===== config.mk =====
export PLATFORM = sky130hd
export DESIGN_NAME = apb_uart_fifo_bridge_flat
export DESIGN_NICKNAME = d
export VERILOG_FILES = /design/src/rtl/apb_uart_pkg.sv /design/src/rtl/apb_uart_fifo_bridge_if.sv /design/src/rtl/apb_uart_fifo_bridge_sync_fifo.sv /design/src/rtl/apb_uart_fifo_bridge.sv /design/src/flat_wrapper.sv
export SDC_FILE = /design/constraint.sdc
export NUM_CORES = 1
export LEC_CHECK = 0
export BUFFER_PORTS_ARGS = -buffer_cell sky130_fd_sc_hd__buf_2
export CAP_MARGIN = 30
export CORE_MARGIN = 3
export CORE_UTILIZATION = 50
export CTS_CLUSTER_DIAMETER = 80
export DETAILED_ROUTE_END_ITERATION = 6
export GPL_ROUTABILITY_DRIVEN = 1
export HOLD_SLACK_MARGIN = 0.05
export PLACE_DENSITY = 0.75
export SLEW_MARGIN = 40
export SYNTH_ARGS = -nofsm -noshare
export SYNTH_HDL_FRONTEND = slang
export SYNTH_SLANG_ARGS = --single-unit

===== constraint.sdc =====
create_clock -name pclk -period 8.45 [get_ports pclk]
set_clock_uncertainty 0.2 [all_clocks]
set_input_delay 0.845 -clock pclk [delete_from_list [all_inputs] [get_ports pclk]]
set_output_delay 0.845 -clock pclk [all_outputs]
set_load 0.02 [all_outputs]

===== src/rtl/apb_uart_pkg.sv =====
// rtl/apb_uart_pkg.sv - register offsets and bit indices for the APB UART FIFO bridge
package apb_uart_pkg;

    // Byte offsets of the four registers (paddr[3:0])
    localparam logic [3:0] OFF_DATA   = 4'h0;
    localparam logic [3:0] OFF_STATUS = 4'h4;
    localparam logic [3:0] OFF_CTRL   = 4'h8;
    localparam logic [3:0] OFF_LEVEL  = 4'hC;

    // STATUS bit positions
    localparam int ST_RX_EMPTY   = 0;
    localparam int ST_RX_FULL    = 1;
    localparam int ST_TX_EMPTY   = 2;
    localparam int ST_TX_FULL    = 3;
    localparam int ST_RX_OVERRUN = 4;

    // CTRL bit positions: [2:0] are stored enables, [6:4] are write-1 strobes
    localparam int CT_EN_RX_IRQ  = 0;
    localparam int CT_EN_TX_IRQ  = 1;
    localparam int CT_EN_OVR_IRQ = 2;
    localparam int CT_TX_FLUSH   = 4;
    localparam int CT_RX_FLUSH   = 5;
    localparam int CT_OVR_CLR    = 6;

endpackage


===== src/rtl/apb_uart_fifo_bridge_if.sv =====
// rtl/apb_uart_fifo_bridge_if.sv - APB3 bus bundle between interconnect and bridge
interface apb_uart_fifo_bridge_if #(
    parameter int ADDR_WIDTH = 32
);
    logic [ADDR_WIDTH-1:0] paddr;
    logic                  pselx;
    logic                  penable;
    logic                  pwrite;
    logic [31:0]           pwdata;
    logic [31:0]           prdata;
    logic                  pready;
    logic                  pslverr;

    modport master (
        output paddr, pselx, penable, pwrite, pwdata,
        input  prdata, pready, pslverr
    );

    modport slave (
        input  paddr, pselx, penable, pwrite, pwdata,
        output prdata, pready, pslverr
    );
endinterface


===== src/rtl/apb_uart_fifo_bridge_sync_fifo.sv =====
// rtl/apb_uart_fifo_bridge_sync_fifo.sv - first-word fall-through synchronous FIFO with flush
module sync_fifo #(
    parameter int DATA_WIDTH = 8,
    parameter int FIFO_DEPTH = 16,
    parameter int PTR_WIDTH  = $clog2(FIFO_DEPTH)
) (
    input  logic                  pclk,
    input  logic                  prstn,
    input  logic                  push,
    input  logic                  pop,
    input  logic                  flush,
    input  logic [DATA_WIDTH-1:0] din,
    output logic [DATA_WIDTH-1:0] dout,
    output logic                  full,
    output logic                  empty,
    output logic [PTR_WIDTH:0]    count
);
    localparam logic [PTR_WIDTH:0] DEPTH_CNT = (PTR_WIDTH+1)'(FIFO_DEPTH);

    logic [DATA_WIDTH-1:0] mem [FIFO_DEPTH];
    logic [PTR_WIDTH-1:0]  wr_ptr;
    logic [PTR_WIDTH-1:0]  rd_ptr;
    logic [PTR_WIDTH:0]    cnt;
    logic                  pop_en;
    logic                  push_en;

    // A pop in the same cycle frees the slot, so push into a full FIFO is legal then
    assign pop_en  = pop & ~empty;
    assign push_en = push & (~full | pop_en);

    assign full  = (cnt == DEPTH_CNT);
    assign empty = (cnt == '0);
    assign count = cnt;
    // Head is forced to zero when empty so the output is defined right after reset
    assign dout  = empty ? '0 : mem[rd_ptr];

    // Pointer and occupancy tracking; flush overrides any same-cycle push or pop
    always_ff @(posedge pclk or negedge prstn) begin
        if (!prstn) begin
            wr_ptr <= '0;
            rd_ptr <= '0;
            cnt    <= '0;
        end else if (flush) begin
            wr_ptr <= '0;
            rd_ptr <= '0;
            cnt    <= '0;
        end else begin
            if (push_en) wr_ptr <= wr_ptr + 1'b1;
            if (pop_en)  rd_ptr <= rd_ptr + 1'b1;
            case ({push_en, pop_en})
                2'b10:   cnt <= cnt + 1'b1;
                2'b01:   cnt <= cnt - 1'b1;
                default: cnt <= cnt;
            endcase
        end
    end

    // Storage array, written at the write pointer; contents need no reset
    always_ff @(posedge pclk) begin
        if (push_en && !flush) mem[wr_ptr] <= din;
    end
endmodule


===== src/rtl/apb_uart_fifo_bridge.sv =====
// rtl/apb_uart_fifo_bridge.sv - APB3 slave bridging the CPU bus to UART TX/RX FIFOs
module apb_uart_fifo_bridge
    import apb_uart_pkg::*;
#(
    parameter int ADDR_WIDTH = 32,
    parameter int DATA_WIDTH = 8,
    parameter int FIFO_DEPTH = 16,
    parameter int PTR_WIDTH  = $clog2(FIFO_DEPTH)
) (
    input  logic                  pclk,
    input  logic                  prstn,
    apb_uart_fifo_bridge_if.slave apb,
    input  logic                  rx_valid,
    output logic                  rx_ready,
    input  logic [DATA_WIDTH-1:0] rx_data,
    output logic                  tx_valid,
    input  logic                  tx_ready,
    output logic [DATA_WIDTH-1:0] tx_data,
    output logic                  irq
);
    logic                  access;
    logic                  addr_hi_ok;
    logic                  tx_push, tx_pop, tx_full, tx_empty, tx_flush;
    logic                  rx_push, rx_pop, rx_full, rx_empty, rx_flush;
    logic [DATA_WIDTH-1:0] rx_dout;
    logic [PTR_WIDTH:0]    tx_count, rx_count;
    logic [2:0]            ctrl;
    logic                  ctrl_wr;
    logic                  ovr_clr;
    logic                  rx_overrun;
    logic                  irq_q;
    logic                  err;
    logic [31:0]           rdata;
    logic [31:0]           status;
    logic [31:0]           level;
    logic                  unused_pwdata;

    // Holding prstn low also forces the bus outputs idle during an aborted transfer
    assign access     = apb.pselx & apb.penable & prstn;
    assign addr_hi_ok = (apb.paddr[ADDR_WIDTH-1:4] == '0);

    assign apb.pready  = access;
    assign apb.pslverr = access & err;
    assign apb.prdata  = rdata;

    assign rx_ready = ~rx_full;
    assign rx_push  = rx_valid & ~rx_full;
    assign tx_valid = ~tx_empty;
    assign tx_pop   = ~tx_empty & tx_ready;
    assign irq      = irq_q;

    assign tx_flush = ctrl_wr & apb.pwdata[CT_TX_FLUSH];
    assign rx_flush = ctrl_wr & apb.pwdata[CT_RX_FLUSH];
    assign ovr_clr  = ctrl_wr & apb.pwdata[CT_OVR_CLR];

    assign level         = 32'(rx_count) | (32'(tx_count) << 16);
    assign unused_pwdata = ^apb.pwdata;

    // STATUS word assembled from live FIFO flags and the sticky overrun bit
    always_comb begin
        status                = '0;
        status[ST_RX_EMPTY]   = rx_empty;
        status[ST_RX_FULL]    = rx_full;
        status[ST_TX_EMPTY]   = tx_empty;
        status[ST_TX_FULL]    = tx_full;
        status[ST_RX_OVERRUN] = rx_overrun;
    end

    // Register decode: read mux, FIFO strobes and error for the current access cycle
    always_comb begin
        tx_push = 1'b0;
        rx_pop  = 1'b0;
        ctrl_wr = 1'b0;
        err     = 1'b0;
        rdata   = '0;
        if (access) begin
            if (!addr_hi_ok) begin
                err = 1'b1;
            end else begin
                case (apb.paddr[3:0])
                    OFF_DATA: begin
                        if (apb.pwrite) begin
                            if (tx_full && !tx_pop) err = 1'b1;
                            else                    tx_push = 1'b1;
                        end else begin
                            if (rx_empty) begin
                                err = 1'b1;
                            end else begin
                                rx_pop = 1'b1;
                                rdata  = 32'(rx_dout);
                            end
                        end
                    end
                    OFF_STATUS: begin
                        if (apb.pwrite) err = 1'b1;
                        else            rdata = status;
                    end
                    OFF_CTRL: begin
                        if (apb.pwrite) ctrl_wr = 1'b1;
                        else            rdata = 32'(ctrl);
                    end
                    OFF_LEVEL: begin
                        if (apb.pwrite) err = 1'b1;
                        else            rdata = level;
                    end
                    default: err = 1'b1;
                endcase
            end
        end
    end

    // CTRL enables, sticky overrun (clear beats set) and the registered interrupt
    always_ff @(posedge pclk or negedge prstn) begin
        if (!prstn) begin
            ctrl       <= '0;
            rx_overrun <= 1'b0;
            irq_q      <= 1'b0;
        end else begin
            if (ctrl_wr) ctrl <= apb.pwdata[2:0];
            if (ovr_clr)                rx_overrun <= 1'b0;
            else if (rx_valid && rx_full) rx_overrun <= 1'b1;
            irq_q <= (ctrl[CT_EN_RX_IRQ]  & ~rx_empty)
                   | (ctrl[CT_EN_TX_IRQ]  &  tx_empty)
                   | (ctrl[CT_EN_OVR_IRQ] &  rx_overrun);
        end
    end

    sync_fifo #(
        .DATA_WIDTH (DATA_WIDTH),
        .FIFO_DEPTH (FIFO_DEPTH),
        .PTR_WIDTH  (PTR_WIDTH)
    ) u_tx_fifo (
        .pclk  (pclk),
        .prstn (prstn),
        .push  (tx_push),
        .pop   (tx_pop),
        .flush (tx_flush),
        .din   (apb.pwdata[DATA_WIDTH-1:0]),
        .dout  (tx_data),
        .full  (tx_full),
        .empty (tx_empty),
        .count (tx_count)
    );

    sync_fifo #(
        .DATA_WIDTH (DATA_WIDTH),
        .FIFO_DEPTH (FIFO_DEPTH),
        .PTR_WIDTH  (PTR_WIDTH)
    ) u_rx_fifo (
        .pclk  (pclk),
        .prstn (prstn),
        .push  (rx_push),
        .pop   (rx_pop),
        .flush (rx_flush),
        .din   (rx_data),
        .dout  (rx_dout),
        .full  (rx_full),
        .empty (rx_empty),
        .count (rx_count)
    );
endmodule


===== src/flat_wrapper.sv =====
// flat-port wrapper written by rule: the top's interface ports become plain ports
module apb_uart_fifo_bridge_flat import apb_uart_pkg::*;
#(
    parameter int ADDR_WIDTH = 32,
    parameter int DATA_WIDTH = 8,
    parameter int FIFO_DEPTH = 16,
    parameter int PTR_WIDTH  = $clog2(FIFO_DEPTH)
)
  (pclk, prstn, rx_valid, rx_ready, rx_data, tx_valid, tx_ready, tx_data, irq, apb_paddr, apb_pselx, apb_penable, apb_pwrite, apb_pwdata, apb_prdata, apb_pready, apb_pslverr);
  apb_uart_fifo_bridge_if #(.ADDR_WIDTH(ADDR_WIDTH)) apb_i ();
  input  logic pclk;
  input  logic prstn;
  input  logic rx_valid;
  output logic rx_ready;
  input  logic [DATA_WIDTH-1:0] rx_data;
  output logic tx_valid;
  input  logic tx_ready;
  output logic [DATA_WIDTH-1:0] tx_data;
  output logic irq;
  input wire logic [$bits(apb_i.paddr)-1:0] apb_paddr;
  input wire logic [$bits(apb_i.pselx)-1:0] apb_pselx;
  input wire logic [$bits(apb_i.penable)-1:0] apb_penable;
  input wire logic [$bits(apb_i.pwrite)-1:0] apb_pwrite;
  input wire logic [$bits(apb_i.pwdata)-1:0] apb_pwdata;
  output wire logic [$bits(apb_i.prdata)-1:0] apb_prdata;
  output wire logic [$bits(apb_i.pready)-1:0] apb_pready;
  output wire logic [$bits(apb_i.pslverr)-1:0] apb_pslverr;
  assign apb_i.paddr = apb_paddr;
  assign apb_i.pselx = apb_pselx;
  assign apb_i.penable = apb_penable;
  assign apb_i.pwrite = apb_pwrite;
  assign apb_i.pwdata = apb_pwdata;
  assign apb_prdata = apb_i.prdata;
  assign apb_pready = apb_i.pready;
  assign apb_pslverr = apb_i.pslverr;
  apb_uart_fifo_bridge #(.ADDR_WIDTH(ADDR_WIDTH), .DATA_WIDTH(DATA_WIDTH), .FIFO_DEPTH(FIFO_DEPTH), .PTR_WIDTH(PTR_WIDTH)) u_core (.pclk(pclk), .prstn(prstn), .apb(apb_i), .rx_valid(rx_valid), .rx_ready(rx_ready), .rx_data(rx_data), .tx_valid(tx_valid), .tx_ready(tx_ready), .tx_data(tx_data), .irq(irq));
endmodule

Word level (Yosys, flattened, before mapping). Memory sizes are Yosys's and may differ from the RTL's. Cells that the tools add are included.

Register bits: 31. Memory bits (writable): 256. Logic and storage cells: 118. Memories: 2. Input bits: 79. Output and inout port bits: 45.

$add $sub $neg: 8. Reductions and logical operators: 19. Multiplexer cells: 47. Bitwise logic cells: 24. Equality and inequality tests: 9.

Memories: u_core.u_rx_fifo.mem (depth 16, bits a word 8, read ports 1, clocked after memory_dff 0, wr ports 1, line apb_uart_fifo_bridge_sync_fifo.sv:20) `logic [DATA_WIDTH-1:0] mem [FIFO_DEPTH];`; u_core.u_tx_fifo.mem (depth 16, bits a word 8, read ports 1, clocked after memory_dff 0, wr ports 1, line apb_uart_fifo_bridge_sync_fifo.sv:20).

Operator list (number): two-way mux 32 bit (4); case mux 32 bit (4 select lines) (1); two-way mux 4 bit (8); logical NOT 28 bit (1); two-way mux 1 bit (25); bitwise OR 5 x 21 -> 21 bit (1); case mux 5 bit (2 select lines) (2); adder 4 x 1 -> 4 bit, second input constant (4); two-way mux 8 bit (2); bitwise AND 1 bit (15); two-way mux 5 bit (3); adder 5 x 1 -> 5 bit, second input constant (2); equality test 5 bit, second input constant (2); logical NOT 5 bit (2); nonzero test 2 bit (5); subtractor 5 x 1 -> 5 bit, second input constant (2); equality test 4 bit, second input constant (2); nonzero test 3 bit (2); equality test 2 x 1 -> 1 bit, second input constant (2); equality test 2 bit, second input constant (2); equality test 4 x 3 -> 1 bit, second input constant (1); logical AND 1 bit (4); logical NOT 4 bit (1); inverter 1 bit (4); 5 further kinds (10).

Depth between registers and ports, before layout.
Depth after elaboration: 14. Mapped depth: 14. Mapped depth without buffers: 13.

Hierarchy. Synthesis repeated with hierarchy kept, for this count alone.

Cell total of the unflattened synthesis: 753. Area total of the unflattened synthesis: 12741.0 um2.

Modules (own cells, without submodules): sync_fifo at u_core.u_rx_fifo (instances 1, cells an instance 327, area each 5950.7 um2, seq. area each 4169.0 um2); sync_fifo at u_core.u_tx_fifo (instances 1, cells an instance 328, area each 5944.5 um2, seq. area each 4169.0 um2); apb_uart_fifo_bridge (instances 1, cells an instance 98, area each 845.8 um2, seq. area each 125.1 um2).

Worst setup path after synthesis. Ideal clock, no wire load.

Path type: input to register. From: input apb_paddr[20]. To: register u_core.u_rx_fifo.cnt[4], in the netlist u_core.u_rx_fifo.count[4]. Data required time: 8.173 ns. Setup time: 0.077 ns. Buffers on the path: 0. Arrival time: 3.537 ns. Stages: 13. Slack: 4.636 ns. Cell sequence: nor4_2 > nand3_1 > nor3_2 > nand2_1 > inv_2 > ha_1 > inv_1 > fa_1 > nor2b_1 > o21a_1 > nor3_1 > or4_1 > a21oi_1.

Longest elaborated chain between the ends: 9. Elaborated cells between the ends (all ways): 14. Classes of those cells: eq/ne: 2; mux: 6; bitwise: 4; reduce/logical: 2.

RTL lines: start: declaration (line flat_wrapper.sv:20) `input wire logic [$bits(apb_i.paddr)-1:0] apb_paddr;`; logical NOT 28 bit (*) (line apb_uart_fifo_bridge.sv:40) `assign addr_hi_ok = (apb.paddr[ADDR_WIDTH-1:4] == '0);`; two-way mux 1 bit (line apb_uart_fifo_bridge.sv:77) `if (!addr_hi_ok) begin`; two-way mux 1 bit (line apb_uart_fifo_bridge.sv:76) `if (access) begin`; bitwise AND 1 bit (line apb_uart_fifo_bridge_sync_fifo.sv:28) `assign pop_en = pop & ~empty;`; bitwise OR 1 bit (line apb_uart_fifo_bridge_sync_fifo.sv:29) `assign push_en = push & (~full | pop_en);`; bitwise AND 1 bit (line apb_uart_fifo_bridge_sync_fifo.sv:29); equality test 2 x 1 -> 1 bit / equality test 2 bit (equally long branches) (line apb_uart_fifo_bridge_sync_fifo.sv:50) `case ({push_en, pop_en})`; case mux 5 bit (2 select lines) (line apb_uart_fifo_bridge_sync_fifo.sv:50); two-way mux 5 bit (line apb_uart_fifo_bridge_sync_fifo.sv:43) `end else if (flush) begin`; end signal: assignment (line apb_uart_fifo_bridge_sync_fifo.sv:51) `2'b10: cnt <= cnt + 1'b1;`; end signal: assignment (line apb_uart_fifo_bridge_sync_fifo.sv:52) `2'b01: cnt <= cnt - 1'b1;`; end signal: assignment (line apb_uart_fifo_bridge_sync_fifo.sv:53) `default: cnt <= cnt;`; end: declaration (line apb_uart_fifo_bridge_sync_fifo.sv:23) `logic [PTR_WIDTH:0] cnt;`.

Every way passes the cells marked *; elsewhere a longest branch is shown, timed or not. A chain may end at the register's enable or synchronous reset.

Final worst setup path.
From: register u_core.u_rx_fifo.rd_ptr[0]. To: output apb_prdata[1].

Longest elaborated chain between the ends: 6.

RTL lines: start: declaration (line apb_uart_fifo_bridge_sync_fifo.sv:22) `logic [PTR_WIDTH-1:0] rd_ptr;`; start signal: assignment (line apb_uart_fifo_bridge_sync_fifo.sv:49) `if (pop_en) rd_ptr <= rd_ptr + 1'b1;`; memory read (16 x 8 bit); two-way mux 8 bit (line apb_uart_fifo_bridge.sv:86) `if (rx_empty) begin`; two-way mux 32 bit (line apb_uart_fifo_bridge.sv:82) `if (apb.pwrite) begin`; case mux 32 bit (4 select lines) (line apb_uart_fifo_bridge.sv:80) `case (apb.paddr[3:0])`; two-way mux 32 bit (line apb_uart_fifo_bridge.sv:77); two-way mux 32 bit (line apb_uart_fifo_bridge.sv:76); end: declaration (line flat_wrapper.sv:25) `output wire logic [$bits(apb_i.prdata)-1:0] apb_prdata;`.

Every way passes these cells.

==> impl_metrics.ini <==
[detailed_routing]
drc_errors = 0
wl_per_cell_um = 21.1
num_vias = 6689
finalWirelength_mm = 24.4
drtAntennaViolNets = 0
drt-pass1-iter-count = 5
drt_iter0_markers = 652
viasPerCell = 5.78

[floorplan]
start_util_pct = 50.9
coreArea_um2 = 24400
boundaryPins = 124
fp.dieW_um = 164
die-area_um2 = 26800
die_h_um = 164
num_rows = 57

[yosys]
syn_area_per_cell_um2 = 17.2
syn-cell-area_um2 = 12400
yosys_warnings = 0
synth.ff_latch_count = 287
ys_types = 56
netlist_instances = 721
ys_seq_area_share_pct = 68.1
synth_flop_cell = edfxtp_1
async_flop_share_pct = 10.8
synth_edf_count = 256

[clock_network]
hold_buffers = 0
clockBufferDepth = 3
clock_tree.root_cell = clkbuf_16
cts_tree = yes
htreeDepth = 1
cts_resized = 0
clkTransAtPathRegs_ns = 0.06
clock_latency_ns = 0.53
numCtsBuffers = 29
clock-sinks = 287
post-cts-setup-buffers = 0

[worst_setup_path]
cp.arrival_ns = 3.32
critical_path_class = reg -> out
critical_path_required_ns = 7.40
worst_setup_path_start_kind = flop
cp-end-kind = output pin
crit_fanout = 25

[pwr]
intPower_mw = 2.46
sw_frac_of_total_pct = 23.4
clkPwrFrac_pct = 38.0
cellPowerDensity_nw_per_um2 = 227
p_seq_share_pct = 52.9
combinationalPowerShare_pct = 9.2
power.switching_mw = 0.751
max-vdd-ir-drop_mv = 0.173
p_leak_nw = 4.84

[timing]
clock.fmax_mhz = 229
worst_pin_slew_ns = 0.749
fin_crit_sh_pct = 51.7
period_minus_slack_ns = 4.37
hold_viol_final = 0
setup_viol = 0
relSlewSlack_pct = 49.9
maxSlewViolCount = 0
rsz0062_at_grt = no
tns_ns = 0

[global_routing]
grt_pass1_vias = 6783
grt_pass1_wl_mm = 38.6
grt_max_degree = 36
antenna_found_initial = 0
overflow = 0
gr-usage-all-layers_pct = 18.9

[job]
drv_cap = 0

[place]
hpwl_mm = 16.2
gp_congestion = 0.835
numPlacedInstances = 1103
portBuffers = 80

[cells_and_area]
fin_cells = 1158
drive_gt1_share_pct = 30.6
area_delta_synth_final_pct = 14.0
final_common_cell = edfxtp_1
layout_common_cells = 256 x edfxtp_1, 80 x buf_2, 69 x mux4_2, 32 x nor2_1
diodes = 0
fillers = 1836
fin_nets = 910

[outcome]
outcome = finished, final reports clean

[min_path]
min_path_type = in -> async
-- cell type report --
class	count	area [µm²]	area share (%)
flip-flops and latches	287	8470	59.8
multi-input cells	371	3720	26.3
clock buffers	38	820	5.79
repair buffers	97	548	3.87
well taps	324	405	2.86
clock inverters	16	111	0.786
inverters	25	93.8	0.663
-- registers in the layout, indices dropped and copies added (netlist names) --
name / flops
u_core.u_tx_fifo.mem: 128
u_core.u_tx_fifo.count: 5
u_core.ctrl: 3
u_core.u_tx_fifo.wr_ptr: 4
u_core.irq: 1
u_core.u_rx_fifo.mem: 128
u_core.rx_overrun: 1
u_core.u_rx_fifo.rd_ptr: 4
u_core.u_tx_fifo.rd_ptr: 4
u_core.u_rx_fifo.wr_ptr: 4
u_core.u_rx_fifo.count: 5
-- worst max-delay path: stages (launching register included) --
cell	delay, ns
dfrtp_2	0.62
buf_4	0.48
mux4_2	0.58
a22oi_1	0.38
nand3_1	0.20
a221oi_1	0.28
nor2_1	0.07
buf_2	0.16
-- logic make-up after synthesis --
family	after synthesis	share of synthesized area [%]
other cells	1	0.0302
simple gates	173	8.08
compound gates	56	3.05
flops	287	68.1
xor+xnor	13	0.917
fa+ha+maj	20	2.14
mux	90	14.3
buf+inv	81	3.36
-- synthesized netlist by cell type (all sizes together), types with 2 or more instances --
cell    instances  area share (%)
fa              2            0.32
o21a            5            0.30
or4             4            0.24
a21oi          18            0.73
o31ai           2            0.12
nor2b           8            0.40
nor3            9            0.40
mux2            7            0.63
nor2           43             1.3
a221oi          3            0.21
nand4           5            0.30
xor2            5            0.35
mux4           69              13
nand2          22            0.66
inv            25            0.76
nor4           23             1.7
xnor2           8            0.56
a22oi           5            0.30
or3             4            0.20
mux2i          14             1.1
nand2b          3            0.15
ha             18             1.8
edfxtp        256              62
and4            2            0.14
o21ai           8            0.35
buf            41             2.2
dfrtp          31             6.2
a21o            2            0.12
and3            6            0.30
o211ai          2            0.12
clkbuf         15            0.45
nor3b           2            0.20
a222oi          4            0.32
nand3          19            0.77
and2           19            0.96
a41oi           2            0.14
nor4b           2            0.19
-- worst paths after layout --
check                           slack, ns                        from  cells after the start                          to
worst max-delay path                 4.08  u_core.u_rx_fifo.rd_ptr[0]                      7               apb_prdata[1]
worst min-delay path                 0.07                       prstn                      1  u_core.u_tx_fifo.rd_ptr[3]
worst max register to register       4.49   u_core.u_rx_fifo.count[1]                     12   u_core.u_rx_fifo.count[4]
worst min register to register       0.38  u_core.u_tx_fifo.rd_ptr[0]                      2  u_core.u_tx_fifo.rd_ptr[0]
max in group asynchronous            7.53                       prstn                      2  u_core.u_tx_fifo.rd_ptr[0]
min in group pclk                    0.38  u_core.u_tx_fifo.rd_ptr[0]                      2  u_core.u_tx_fifo.rd_ptr[0]
-- layer usage --
| metal | routed length, µm | GRT usage, % | part of all wire, % | vias to the layer above |
|---|---|---|---|---|
| met5 | 0 | 0 | 0 | - |
| met4 | 439 | 4.88 | 1.8 | 0 |
| met1 | 10600 | 28.6 | 43 | 3374 |
| met2 | 11700 | 29.3 | 48 | 289 |
| li1 | - | - | - | 2995 |
| met3 | 1700 | 2.51 | 7.0 | 31 |
-- power groups by stage --
stage	registers, mW	clock network [mW]	logic [mW]
after floorplan	1.69	0	0.209
after global placement	1.72	0	0.275
after detailed placement	1.72	0	0.292
after CTS	1.69	1.24	0.293
after global routing	1.70	1.30	0.326
final	1.70	1.22	0.294
-- through the flow --
step	area [µm²]	setup slack (ns)	total power [mW]	util, %	hold WS, ns
after floorplan	12500	4.64	1.90	-	0.277
after global placement	13100	3.55	1.99	53.9	0.352
after detailed placement	13200	3.43	2.02	54.1	0.350
after CTS	14100	4.00	3.22	57.9	0.208
after global routing	14200	3.77	3.33	58.1	0.0727
final	14200	4.08	3.21	58.1	0.0675
Note: power is estimated with default switching activity, not from simulation.
